## config.mk

```make
export PLATFORM = sky130hd
export DESIGN_NAME = seq_detector
export DESIGN_NICKNAME = d
export VERILOG_FILES = /design/src/rtl/seq_detector.sv
export SDC_FILE = /design/constraint.sdc
export NUM_CORES = 1
export LEC_CHECK = 0
export ABC_CLOCK_PERIOD_IN_PS = 1900
export CAP_MARGIN = 5
export CORE_AREA = 2 2 39 41
export CTS_CLUSTER_SIZE = 24
export DETAILED_ROUTE_END_ITERATION = 10
export DIE_AREA = 0 0 41 43
export MAX_ROUTING_LAYER = met4
export PLACE_DENSITY = 0.52
export SYNTH_ARGS = -nofsm -noshare
export SYNTH_HDL_FRONTEND = slang
export SYNTH_SLANG_ARGS = --single-unit
```

## constraint.sdc

```tcl
create_clock -name clk -period 1.9 [get_ports clk]
set_clock_uncertainty 0.2 [all_clocks]
set_input_delay 0.19 -clock clk [delete_from_list [all_inputs] [get_ports clk]]
set_output_delay 0.19 -clock clk [all_outputs]
set_load 0.05 [all_outputs]
```

## src/rtl/seq_detector.sv

```systemverilog
// seq_detector: serial-bitstream pattern detector.
// Samples one qualified bit per clock, keeps the last PATTERN_W bits and
// emits a registered one-cycle detect pulse when they equal PATTERN.
// detect feeds the increment enable of the downstream event counter.
// Optional build macro: SEQ_DETECTOR_NONOVERLAP_EN selects non-overlapping
// detection (fill is flushed on each match). Overlapping detection is the
// default when the macro is undefined.
module seq_detector #(
    parameter int                     PATTERN_W = 4,
    parameter logic [PATTERN_W-1:0]   PATTERN   = 4'b1011,
    localparam int                    FILL_W    = $clog2(PATTERN_W + 1)
) (
    input  logic                 clk,
    input  logic                 rst,
    input  logic                 bit_valid,
    input  logic                 bit_in,
    input  logic                 clear,
    output logic                 detect,
    output logic [PATTERN_W-1:0] hist,
    output logic [FILL_W-1:0]    fill
);

    localparam logic [FILL_W-1:0] FILL_FULL  = FILL_W'(PATTERN_W);
    localparam logic [FILL_W-1:0] FILL_ARMED = FILL_W'(PATTERN_W - 1);
    localparam logic [FILL_W-1:0] FILL_ONE   = FILL_W'(1);

    logic [PATTERN_W-1:0] shifted;
    logic [PATTERN_W-1:0] hist_next;
    logic [FILL_W-1:0]    fill_next;
    logic                 match;

    // Next-state logic: candidate history, match test and saturating fill.
    // NOTE: every signal assigned here gets a default first, so no path can
    // leave it unassigned and infer a latch.
    always_comb begin
        shifted   = {hist[PATTERN_W-2:0], bit_in};
        hist_next = hist;
        fill_next = fill;
        // The fill gate keeps the zeroed reset history from aliasing a
        // pattern with leading zeros.
        match     = bit_valid && (fill >= FILL_ARMED) && (shifted == PATTERN);

        if (bit_valid) begin
            hist_next = shifted;
            if (fill != FILL_FULL) begin
                fill_next = fill + FILL_ONE;
            end
`ifdef SEQ_DETECTOR_NONOVERLAP_EN
            // A match consumes its bits: the next match needs a full
            // window of fresh bits, so the stale tail is gated out by fill.
            if (match) begin
                fill_next = '0;
            end
`endif
        end
    end

    // State register; rst and clear both flush and take priority over data.
    // NOTE: sequential state uses non-blocking assignments so every register
    // samples pre-edge values regardless of statement order.
    always_ff @(posedge clk) begin
        if (rst || clear) begin
            hist   <= '0;
            fill   <= '0;
            detect <= 1'b0;
        end else begin
            hist   <= hist_next;
            fill   <= fill_next;
            detect <= match;
        end
    end

endmodule

```

==> results of run 1 <==
worst max-delay path by stage:
| stage | start | endpoint | slack (ns) | depth (start not counted) |
|---|---|---|---|---|
| finish | hist[3]$_SDFFE_PP0P_ | hist[3] | 0.12 | 1 |
| global route | hist[3]$_SDFFE_PP0P_ | hist[3] | 0.08 | 1 |
| CTS | hist[3]$_SDFFE_PP0P_ | hist[3] | 0.12 | 1 |
| detailed placement | hist[3]$_SDFFE_PP0P_ | hist[3] | 0.40 | 1 |
| global placement | bit_valid | fill[1]$_SDFFE_PP0P_ | 0.40 | 4 |
| floorplan | fill[0]$_SDFFE_PP0P_ | fill[1]$_SDFFE_PP0P_ | 0.18 | 5 |
cell type report:
cell class,instances,area [µm²],share of cell area
Tap cell,16,20.02,0.03931
Multi-Input combinational cell,24,178.9,0.3514
Clock buffer,3,22.52,0.04423
Timing Repair Buffer,13,112.6,0.2211
Sequential cell,8,160.2,0.3145
Inverter,4,15.01,0.02948
power breakdown:
group	switching [mW]	internal [mW]
combinational	0.0207	0.0190
sequential	0.00287	0.170
clock	0.0640	0.0727
total	0.0876	0.262
worst min-delay path: stages (launching register included):
cell,delay [ns]
dfxtp_1,0.33
nand2_1,0.06
a21oi_1,0.06
cells in the final DEF, fill, tap and decap left out, drive strengths merged:
cell type | synthesis | layout
nand3b | 1 | 1
inv | 4 | 4
buf | 2 | 7
nand2b | 1 | 1
clkbuf | 0 | 3
or2 | 1 | 1
nor4 | 1 | 1
xnor2 | 1 | 1
clkdlybuf4s50 | 0 | 6
ha | 3 | 3
a211oi | 1 | 1
nand2 | 2 | 2
nor2 | 5 | 5
o21ai | 1 | 1
a21boi | 1 | 1
a21oi | 2 | 2
dfxtp | 8 | 8
mux2i | 4 | 4
per-layer routing:
metal  vias to the layer above  global-route usage
met5                         -                   -
met4                         0              0.1600
met3                         4             0.03141
met2                         8              0.1125
met1                       128              0.1140
li1                        152                   -
registers in the layout, summed over array words and instances (netlist names):
signal,cells
detect,1
fill,3
hist,4
logic make-up after synthesis:
kind of cell,synth area share
compound gates,0.09060
xor+xnor,0.02349
fa+ha+maj,0.1007
buf+inv,0.09060
flops,0.4295
mux,0.1074
simple gates,0.1578
==> impl_metrics.py, run 1 <==
metrics = {
    "global_route": {
        "first_global_vias": 262,
        "gr-usage-all-layers": 0.1043,
        "antenna_found_initial": 0,
        "grt_pass1_wl_mm": 1.069,
        "grt.overflow.total": 0,
        "grt_max_degree": 9,
    },
    "routing": {
        "drtIter0Drc": 0,
        "vias": 292,
        "ant_nets": 0,
        "routed_wl_um": 654,
        "post_drt_via_cell_ratio": 4.294,
        "first_pass_iters": 1,
        "drcViolationCount": 0,
        "highest_layer": "met4",
        "wire_per_inst_um": 9.618,
        "wl_met1_um": 296,
        "dr_wl_met3_um": 18,
        "wl_met2_um": 295,
    },
    "final_layout": {
        "drive_gt1_frac": 0.2308,
        "nets": 62,
        "fill_cells": 144,
        "num_antenna_cells": 0,
        "area_growth_pct": 36.58,
        "final_cell_area_um2": 509.2,
        "finalNonFillerCells": 68,
        "utilization": 0.3680,
    },
    "logic_synthesis": {
        "async_flop_share": 0,
        "synth_top_area_cell": "dfxtp_1",
        "yosys.cell_types.count": 17,
        "synth.ff_latch_count": 8,
        "synthCells": 38,
        "syn_area_per_cell_um2": 9.812,
        "ys.flop_type": "dfxtp_1",
        "synth_most_common_cell": "dfxtp_1",
        "synth.yosys.warnings": 0,
        "synth_area_um2": 372.9,
        "yosys-top-cells-count": "8 x dfxtp_1, 5 x nor2_1, 4 x inv_1, 4 x mux2i_1, 3 x ha_1",
        "yosysSeqAreaShare": 0.4295,
        "synth_area_leaders": "dfxtp_1 43%, mux2i_1 11%, ha_1 10%",
        "yosys.area.top_type_share": 0.4295,
        "syn_nets": 46,
        "synth-edff-count": 0,
    },
    "pwr": {
        "p_total_uw": 349.6,
        "power.leakage_nw": 0.2102,
        "ir_drop_v": 0.0002722,
        "p_per_area_nw_per_um2": 686.6,
    },
    "worst_setup_path": {
        "worst-r2r-setup-slack_ns": 0.45,
        "critPathLaunchType": "flip-flop",
        "crit_buf_inv": 1,
        "endpoint_kind": "output port",
        "required_ns": 1.51,
        "rr_worst_depth": 5,
        "cp_slowest_cell": "clkdlybuf4s50_1",
        "crit_type": "reg -> out",
        "worstReg2RegStart": "fill[0]$_SDFFE_PP0P_",
        "cp.arrival_ns": 1.39,
        "cp_cell_sequence": "clkdlybuf4s50_1",
        "cpLargestDelayFamily": "buffers and inverters",
        "worstPathMaxFanout": 2,
        "max_stage_delay_ns": 0.80,
        "reg2reg_to": "fill[1]$_SDFFE_PP0P_",
    },
    "sta": {
        "setup_slack_ns": 0.1224,
        "max-slew-margin-rel": 0.6713,
        "slew_viol_final": 0,
        "setup_viol": 0,
        "hold_slack_ns": 0.2957,
        "fmax_ghz": 0.5626,
        "fin_tns_setup_ns": 0,
        "post-route-min-period_ns": 1.778,
        "worstMarginPinSlew_ns": 0.4915,
        "finalCritPeriodShare": 0.9356,
        "rsz0062_at_grt": "false",
        "hold_viol": 0,
    },
    "placed_design": {
        "pre_cts_ws_ns": 0.4047,
        "dpl-instance-area_um2": 486.7,
        "io_buffers": 12,
        "dp.cells": 65,
        "gp_congestion": 0.6293,
        "dpl.hpwl_um": 479.4,
    },
    "clock_network": {
        "clk_pin_slew_ns": 0.06,
        "cts_root_buf": "clkbuf_4",
        "clockBufferDepth": 2,
        "postCtsSetupBuffers": 0,
        "cts_tree": "yes",
        "postCtsHoldBufs": 0,
        "htreeDepth": 1,
        "numCtsBuffers": 3,
        "insertion_delay_ns": 0.26,
        "ctsResizeCount": 0,
        "cts_sinks": 8,
    },
    "hold_path": {
        "holdPathEnd": "hist[1]$_SDFFE_PP0P_",
        "hold_start": "hist[1]$_SDFFE_PP0P_",
        "hold_depth": 2,
        "hp-class": "reg -> reg",
    },
    "floorplanning": {
        "num_rows": 14,
        "die_h_um": 43,
        "die_area_um2": 1763,
        "ios": 13,
        "fp.coreArea_um2": 1384,
        "start_util": 0.2694,
        "die_w_um": 41,
    },
    "status": {
        "status": "completed",
    },
    "run": {
        "cap_violations": 0,
    },
}
Power figures use the tool's default switching activity.
==> run 2: changes to the inputs <==
MAX_ROUTING_LAYER = default   (was met4)
SETUP_SLACK_MARGIN = 0.02   (was default)
==> results of run 2 <==
Same layout as run 1: the final DEF is identical, and so are final timing and power.
Main changes from that run: final weighted congestion in routability-driven placement 0.6293 -> 0.6245; overall routing resource usage 0.1043 -> 0.1018
==> run 3: changes to the inputs <==
SLEW_MARGIN = 30   (was default)
==> results of run 3 <==
Same layout as run 1: the final DEF is identical, and so are final timing and power.
Main changes from that run: final weighted congestion in routability-driven placement 0.6293 -> 0.6245; overall routing resource usage 0.1043 -> 0.1018
